<file path="config.mk">
export PLATFORM = sky130hd
export DESIGN_NAME = writeback_stage_flat
export DESIGN_NICKNAME = d
export VERILOG_FILES = /design/src/rtl/writeback_stage_if.sv /design/src/rtl/writeback_stage.sv /design/src/flat_wrapper.sv
export SDC_FILE = /design/constraint.sdc
export NUM_CORES = 2
export LEC_CHECK = 0
export BUFFER_PORTS_ARGS = -buffer_cell sky130_fd_sc_hd__buf_2
export CAP_MARGIN = 25
export CORE_ASPECT_RATIO = 1.4
export CORE_MARGIN = 10
export CORE_UTILIZATION = 25
export CTS_BUF_LIST = sky130_fd_sc_hd__clkbuf_8
export CTS_CLUSTER_DIAMETER = 80
export DETAILED_ROUTE_END_ITERATION = 7
export PLACE_DENSITY_LB_ADDON = 0.15
export SLEW_MARGIN = 30
export SYNTH_ARGS = -nofsm -noshare
export SYNTH_HDL_FRONTEND = slang
export SYNTH_SLANG_ARGS = --single-unit
</file>
<file path="constraint.sdc">
create_clock -name clk -period 44.3 [get_ports clk]
set_input_delay 13.29 -clock clk [delete_from_list [all_inputs] [get_ports clk]]
set_output_delay 13.29 -clock clk [all_outputs]
set_load 0.01 [all_outputs]
</file>
<file path="src/rtl/writeback_stage_if.sv">
// Writeback-stage bundle: W-register inputs, decode read ports, status.
// master drives the W/decode inputs; slave is the writeback stage.
interface writeback_stage_if #(
  parameter int DATA_W = 64,
  parameter int CNT_W  = 32
);
  logic [2:0]        stat_w;
  logic [3:0]        icode_w;
  logic [3:0]        dstE_w;
  logic [3:0]        dstM_w;
  logic [DATA_W-1:0] valE_w;
  logic [DATA_W-1:0] valM_w;
  logic [3:0]        srcA_d;
  logic [3:0]        srcB_d;
  logic [DATA_W-1:0] rvalA_d;
  logic [DATA_W-1:0] rvalB_d;
  logic [2:0]        prog_stat;
  logic              halted;
  logic [CNT_W-1:0]  retired;

  modport master (
    output stat_w, icode_w, dstE_w, dstM_w,
    output valE_w, valM_w, srcA_d, srcB_d,
    input  rvalA_d, rvalB_d, prog_stat, halted, retired
  );

  modport slave (
    input  stat_w, icode_w, dstE_w, dstM_w,
    input  valE_w, valM_w, srcA_d, srcB_d,
    output rvalA_d, rvalB_d, prog_stat, halted, retired
  );
endinterface

</file>
<file path="src/rtl/writeback_stage.sv">
// Y86-64 writeback: 15x64 register file, run/halt status, retire counter.
// Optional WB_BYPASS_EN makes the decode read ports write-through.
module writeback_stage #(
  parameter int DATA_W = 64,
  parameter int CNT_W  = 32
) (
  input  logic              clk,
  input  logic              rst,
  writeback_stage_if.slave  wb
);

  typedef enum logic {
    ST_RUN  = 1'b0,
    ST_HALT = 1'b1
  } state_t;

  localparam logic [3:0] RNONE = 4'hF;

  state_t            r_state;
  state_t            w_state_nxt;
  logic [2:0]        r_stat;
  logic [2:0]        w_stat_nxt;
  logic [CNT_W-1:0]  r_retired;
  logic [CNT_W-1:0]  w_retired_nxt;
  logic [DATA_W-1:0] r_rf [15];
  logic              w_commit;
  logic              w_we_e;
  logic              w_we_m;
  logic [DATA_W-1:0] w_rvalA;
  logic [DATA_W-1:0] w_rvalB;
  logic              w_unused;

  assign w_unused = ^wb.icode_w;

  always_ff @(posedge clk or posedge rst) begin
    if (rst) begin
      r_state   <= ST_RUN;
      r_stat    <= 3'd1;
      r_retired <= '0;
    end else begin
      r_state   <= w_state_nxt;
      r_stat    <= w_stat_nxt;
      r_retired <= w_retired_nxt;
    end
  end

  // Illegal status codes 5..7 fall into the INS branch.
  always_comb begin
    w_state_nxt   = r_state;
    w_stat_nxt    = r_stat;
    w_retired_nxt = r_retired;
    w_commit      = 1'b0;
    if (r_state == ST_RUN) begin
      case (wb.stat_w)
        3'd0: begin
          w_commit = 1'b0;
        end
        3'd1: begin
          w_commit      = 1'b1;
          w_retired_nxt = r_retired + 1'b1;
        end
        3'd2: begin
          w_retired_nxt = r_retired + 1'b1;
          w_stat_nxt    = 3'd2;
          w_state_nxt   = ST_HALT;
        end
        3'd3: begin
          w_stat_nxt  = 3'd3;
          w_state_nxt = ST_HALT;
        end
        default: begin
          w_stat_nxt  = 3'd4;
          w_state_nxt = ST_HALT;
        end
      endcase
    end
  end

  assign w_we_e = w_commit && (wb.dstE_w != RNONE);
  assign w_we_m = w_commit && (wb.dstM_w != RNONE);

  // valM has priority so popq %rsp leaves the popped value.
  always_ff @(posedge clk or posedge rst) begin
    if (rst) begin
      for (int i = 0; i < 15; i++) r_rf[i] <= '0;
    end else begin
      for (int i = 0; i < 15; i++) begin
        if (w_we_m && wb.dstM_w == i[3:0])
          r_rf[i] <= wb.valM_w;
        else if (w_we_e && wb.dstE_w == i[3:0])
          r_rf[i] <= wb.valE_w;
      end
    end
  end

  always_comb begin
    w_rvalA = '0;
    if (wb.srcA_d != RNONE) w_rvalA = r_rf[wb.srcA_d];
`ifdef WB_BYPASS_EN
    if (w_we_m && wb.srcA_d == wb.dstM_w)
      w_rvalA = wb.valM_w;
    else if (w_we_e && wb.srcA_d == wb.dstE_w)
      w_rvalA = wb.valE_w;
`endif
  end

  always_comb begin
    w_rvalB = '0;
    if (wb.srcB_d != RNONE) w_rvalB = r_rf[wb.srcB_d];
`ifdef WB_BYPASS_EN
    if (w_we_m && wb.srcB_d == wb.dstM_w)
      w_rvalB = wb.valM_w;
    else if (w_we_e && wb.srcB_d == wb.dstE_w)
      w_rvalB = wb.valE_w;
`endif
  end

  assign wb.rvalA_d   = w_rvalA;
  assign wb.rvalB_d   = w_rvalB;
  assign wb.prog_stat = r_stat;
  assign wb.halted    = (r_state == ST_HALT);
  assign wb.retired   = r_retired;

endmodule

</file>
<file path="src/flat_wrapper.sv">
// flat-port wrapper written by rule: the top's interface ports become plain ports
module writeback_stage_flat 
#(
  parameter int DATA_W = 64,
  parameter int CNT_W  = 32
)
  (clk, rst, wb_stat_w, wb_icode_w, wb_dstE_w, wb_dstM_w, wb_valE_w, wb_valM_w, wb_srcA_d, wb_srcB_d, wb_rvalA_d, wb_rvalB_d, wb_prog_stat, wb_halted, wb_retired);
  writeback_stage_if #(.DATA_W(DATA_W), .CNT_W(CNT_W)) wb_i ();
  input  logic clk;
  input  logic rst;
  input wire logic [$bits(wb_i.stat_w)-1:0] wb_stat_w;
  input wire logic [$bits(wb_i.icode_w)-1:0] wb_icode_w;
  input wire logic [$bits(wb_i.dstE_w)-1:0] wb_dstE_w;
  input wire logic [$bits(wb_i.dstM_w)-1:0] wb_dstM_w;
  input wire logic [$bits(wb_i.valE_w)-1:0] wb_valE_w;
  input wire logic [$bits(wb_i.valM_w)-1:0] wb_valM_w;
  input wire logic [$bits(wb_i.srcA_d)-1:0] wb_srcA_d;
  input wire logic [$bits(wb_i.srcB_d)-1:0] wb_srcB_d;
  output wire logic [$bits(wb_i.rvalA_d)-1:0] wb_rvalA_d;
  output wire logic [$bits(wb_i.rvalB_d)-1:0] wb_rvalB_d;
  output wire logic [$bits(wb_i.prog_stat)-1:0] wb_prog_stat;
  output wire logic [$bits(wb_i.halted)-1:0] wb_halted;
  output wire logic [$bits(wb_i.retired)-1:0] wb_retired;
  assign wb_i.stat_w = wb_stat_w;
  assign wb_i.icode_w = wb_icode_w;
  assign wb_i.dstE_w = wb_dstE_w;
  assign wb_i.dstM_w = wb_dstM_w;
  assign wb_i.valE_w = wb_valE_w;
  assign wb_i.valM_w = wb_valM_w;
  assign wb_i.srcA_d = wb_srcA_d;
  assign wb_i.srcB_d = wb_srcB_d;
  assign wb_rvalA_d = wb_i.rvalA_d;
  assign wb_rvalB_d = wb_i.rvalB_d;
  assign wb_prog_stat = wb_i.prog_stat;
  assign wb_halted = wb_i.halted;
  assign wb_retired = wb_i.retired;
  writeback_stage #(.DATA_W(DATA_W), .CNT_W(CNT_W)) u_core (.clk(clk), .rst(rst), .wb(wb_i));
endmodule
</file>
==> Flow_metrics.wiki <==
{| class="wikitable"
! Metric !! Value
|-
| Status || finished with violations
|-
| Violated checks || DRC
|-
| Register-to-register path setup slack || 39940 ps
|-
| Maximum resistive drop on vdd || around 0.027 mV
|-
| Worst-case headroom to the max-slew limit || just over 30%
|-
| Worst hold path class || reg -> reg
|-
| Most used standard cells in the synthesized netlist || 995 x dfrtp_1, 838 x mux2i_1, 734 x nand2_1
|-
| Final worst hold slack || approximately 480 ps
|-
| P_leak || approximately 34 nW
|-
| Endpoint class of the critical path || output port
|-
| Fraction of synthesized cell area taken by the top area cell type || between 40% and 50%
|-
| Required @ worst endpoint || ~31000 ps
|-
| Drc violations || 5
|-
| Layout net count || 5864
|-
| Input/output buffers || between 300 and 400
|-
| Highest cell delay on the worst timing path || 900 ps
|-
| Insertion delay to the later sink of the worst-skew pair || 1000 ps
|-
| Most area-consuming cells after synthesis || dfrtp_1 42%, mux2i_1 14%, mux4_2 9.8%
|-
| Buffering stage count on the worst path with inverters included || 4
|-
| TritonCTS clock tree || yes
|-
| Remaining antenna violation count || 0
|-
| Placer Congestion || 0.765
|-
| Number of pins exceeding their max-slew limit in the final report || 0
|-
| Period utilisation layout || between 60 and 70%
|-
| Number of buffers on the longest clock path || 4
|-
| Setup total negative slack || 0 ps
|-
| Setup repair after global routing missed its margin || no
|-
| Hold violation count in the final report || 0
|-
| CTS sink cnt || ~1000
|-
| Vias in the first global route || between 40000 and 50000
|-
| Sequential cell area fraction in the yosys report || between 40% and 50%
|-
| Final Instance Count excl. Fillers || about 9000
|-
| Top-count cell post-synth || dfrtp_1
|-
| EDFF count, synth || 0
|-
| Pre-CTS setup slack || 13810 ps
|-
| Quantity of hold-fixing buffers added after cts || 0
|-
| Endpoints failing setup || 0
|-
| Post-Syn Instances || roughly 5700
|-
| Number of stages on the worst setup path || 8
|-
| Share of cells above drive strength 1 || about a fifth
|-
| Netlist area before placement || ~60000 µm²
|-
| Slowest stage cell on the critical path || buf_4
|-
| Worst setup path end || wb_rvalA_d[0]
|-
| Total power draw || ~2.1 mW
|-
| Proportion of register bits with asynchronous set or reset after synthesis || 100%
|-
| GR Util All Layers || a little over 20%
|-
| Min Clock Period, post-route || approximately 30000 ps
|-
| Reg-to-reg startpoint || u_core.wb.halted$_DFF_PP0_
|-
| Average footprint of a synthesized cell || 10.4 µm²
|-
| Violation count after the first detailed-routing iteration || approximately 6000
|-
| Die area || ~260000 µm²
|-
| Largest delay share family, worst path || buffers and inverters
|-
| First-pass GRT wire length || slightly below 400000 µm
|-
| Dominant cell type by area after synthesis || dfrtp_1
|-
| Netlist cell types || 52
|-
| Crit. Startpoint || wb_srcA_d[1]
|-
| Skew final || 55.8 ps
|-
| Reg2Reg Depth || 8
|-
| CTS root buffer || clkbuf_8
|-
| Number of H-tree levels || 4
|-
| Syn nets || 5876
|-
| Commonest register cell after synthesis || dfrtp_1
|-
| Sum of net half-perimeters after detailed placement || about 160000 µm
|-
| Placed cell areas || between 60000 and 70000 µm²
|-
| Initial antenna violation count || 59
|-
| Die Ht || 598 µm
|-
| Number of iterations in the first detailed-routing pass || 8
|-
| DR vias || 49800
|-
| Endpoint of the worst register-to-register path || u_core.r_rf[532]$_DFFE_PP0P_
|-
| Number of top-level design ports || 317
|-
| Achievable clock frequency || approximately 0.033 GHz
|-
| Worst slew pin tran || 1040 ps
|-
| Series of cell instances along the critical path || buf_8 -> buf_4 -> buf_4 -> mux4_2 -> nor2b_1 -> a211oi_1 -> a21oi_1 -> buf_2
|-
| Final core area utilization || between 20 and 30%
|-
| Largest net degree at the start of global routing || about 140
|-
| Post-synthesis sequential element count || 996
|-
| Number of maximum-capacitance violations || 0
|-
| Total number of yosys warnings || 0
|-
| Inserted Clock Buffers || 200
|-
| Startpoint-to-endpoint class of the critical path || in -> out
|-
| Pwr per Cell Area || about 31 nW/µm²
|-
| Placement row count || roughly 210
|-
| Total overflow reported by the global router || 0
|-
| Placeable Area || approximately 240000 µm²
|-
| Most Frequent Cell on Critical Path || buf_4
|-
| Nature of the critical path startpoint || primary input
|-
| Drt via density || approximately 5.5
|-
| Clock slew at reported path FFs || 60 ps
|-
| Die width || approximately 430 µm
|-
| Initial core utilization || between 20% and 30%
|-
| Final wirelength || 278000 µm
|-
| Number of placed instances with taps included || 8609
|-
| Post-CTS Setup Repair Bufs || 0
|-
| Post-route cell area || just under 70000 µm²
|-
| Arrival time worst endpoint || roughly 17000 ps
|-
| Post-detailed-route wirelength per cell || slightly above 30 µm
|-
| Cts repair resizes || 0
|-
| Top fanout value on the critical path || 59
|-
| Worst setup margin || ~14000 ps
|-
| Layout area overhead || 13.8%
|}
==> cells in the final DEF, fill, tap and decap left out, types with 5 or more instances in the layout <==
master    count
o21ai_1      30
dfrtp_1     995
a222oi_1    252
clkbuf_8    246
inv_1       331
buf_16        6
and3_1        7
a211oi_1    128
buf_12        5
diode_2      23
mux2_2      127
nor3_1        7
buf_4       106
nand3_1      12
a221o_1      63
nand4_1      11
nor2b_1     231
mux4_2      258
buf_6        14
a22oi_1      95
a21oi_1     129
xnor2_1      21
o21ai_4       5
o22ai_1      95
nor2_1       19
nand2_1     728
a221oi_1     94
nor2_4        9
buf_2       304
nand2b_1      5
xor2_1       11
o21ai_0     555
clkinv_2     13
mux2i_1     838
o221ai_1     32
==> where the power goes <==
part	total (mW)	internal (mW)	switching [mW]
sequential	0.927	0.919	0.00742
combinational	0.195	0.0519	0.143
clock	0.972	0.513	0.459
==> sequential cells by signal, summed over array words and instances (netlist names) <==
| name | count |
|---|---|
| u_core.wb.halted | 1 |
| u_core.wb.prog_stat | 3 |
| u_core.r_rf | 960 |
| u_core.wb.retired | 32 |
==> cell type report <==
cell class | count | area (µm²)
flip-flops and latches | 996 | 24900
fillers | 24700 | 170000
inverters | 257 | 972
multi-input cells | 3816 | 31300
clock buffers | 246 | 3390
clock inverters | 96 | 483
well taps | 3103 | 3880
repair buffers | 439 | 2800
diodes | 23 | 57.6
==> worst min-delay path by stage <==
stage | startpoint | end | slack, ps | depth (start not counted)
after detailed placement | u_core.wb.retired[31]$_DFFE_PP0P_ | u_core.wb.retired[31]$_DFFE_PP0P_ | 470 | 1
after global placement | u_core.wb.retired[31]$_DFFE_PP0P_ | u_core.wb.retired[31]$_DFFE_PP0P_ | 480 | 1
after global routing | u_core.wb.retired[28]$_DFFE_PP0P_ | u_core.wb.retired[28]$_DFFE_PP0P_ | 500 | 1
final | u_core.wb.retired[31]$_DFFE_PP0P_ | u_core.wb.retired[31]$_DFFE_PP0P_ | 480 | 1
after CTS | u_core.wb.retired[31]$_DFFE_PP0P_ | u_core.wb.retired[31]$_DFFE_PP0P_ | 480 | 1
after floorplan | u_core.r_rf[63]$_DFFE_PP0P_ | u_core.r_rf[63]$_DFFE_PP0P_ | 470 | 2
==> kinds of logic (layout without fill, tap and decap cells) <==
kind of cell / after synthesis / count (layout) / share of synthesized area [%]
xor gates and xnor gates: 32 / 32 / 0.470
AOI/OAI and AO/OA: 1480 / 1480 / 17.0
and+or+nand+nor: 1080 / 1080 / 8.23
DFF: 996 / 996 / 41.8
adders and majority gates: 1 / 1 / 0.0210
other: 0 / 23 / 0
muxes: 1223 / 1223 / 26.2
buffers and inverters: 910 / 1038 / 6.20
==> layer usage <==
metal | vias to the layer above | part of all wire (%) | GRT usage (%)
met1 | 25700 | 43 | 28.2
met5 | - | 0.18 | 0
met3 | 500 | 8.0 | 4.59
met4 | 58 | 2.9 | 6.30
li1 | 21300 | - | -
met2 | 2214 | 46 | 32.8
Note: power is estimated with default switching activity, not from simulation.
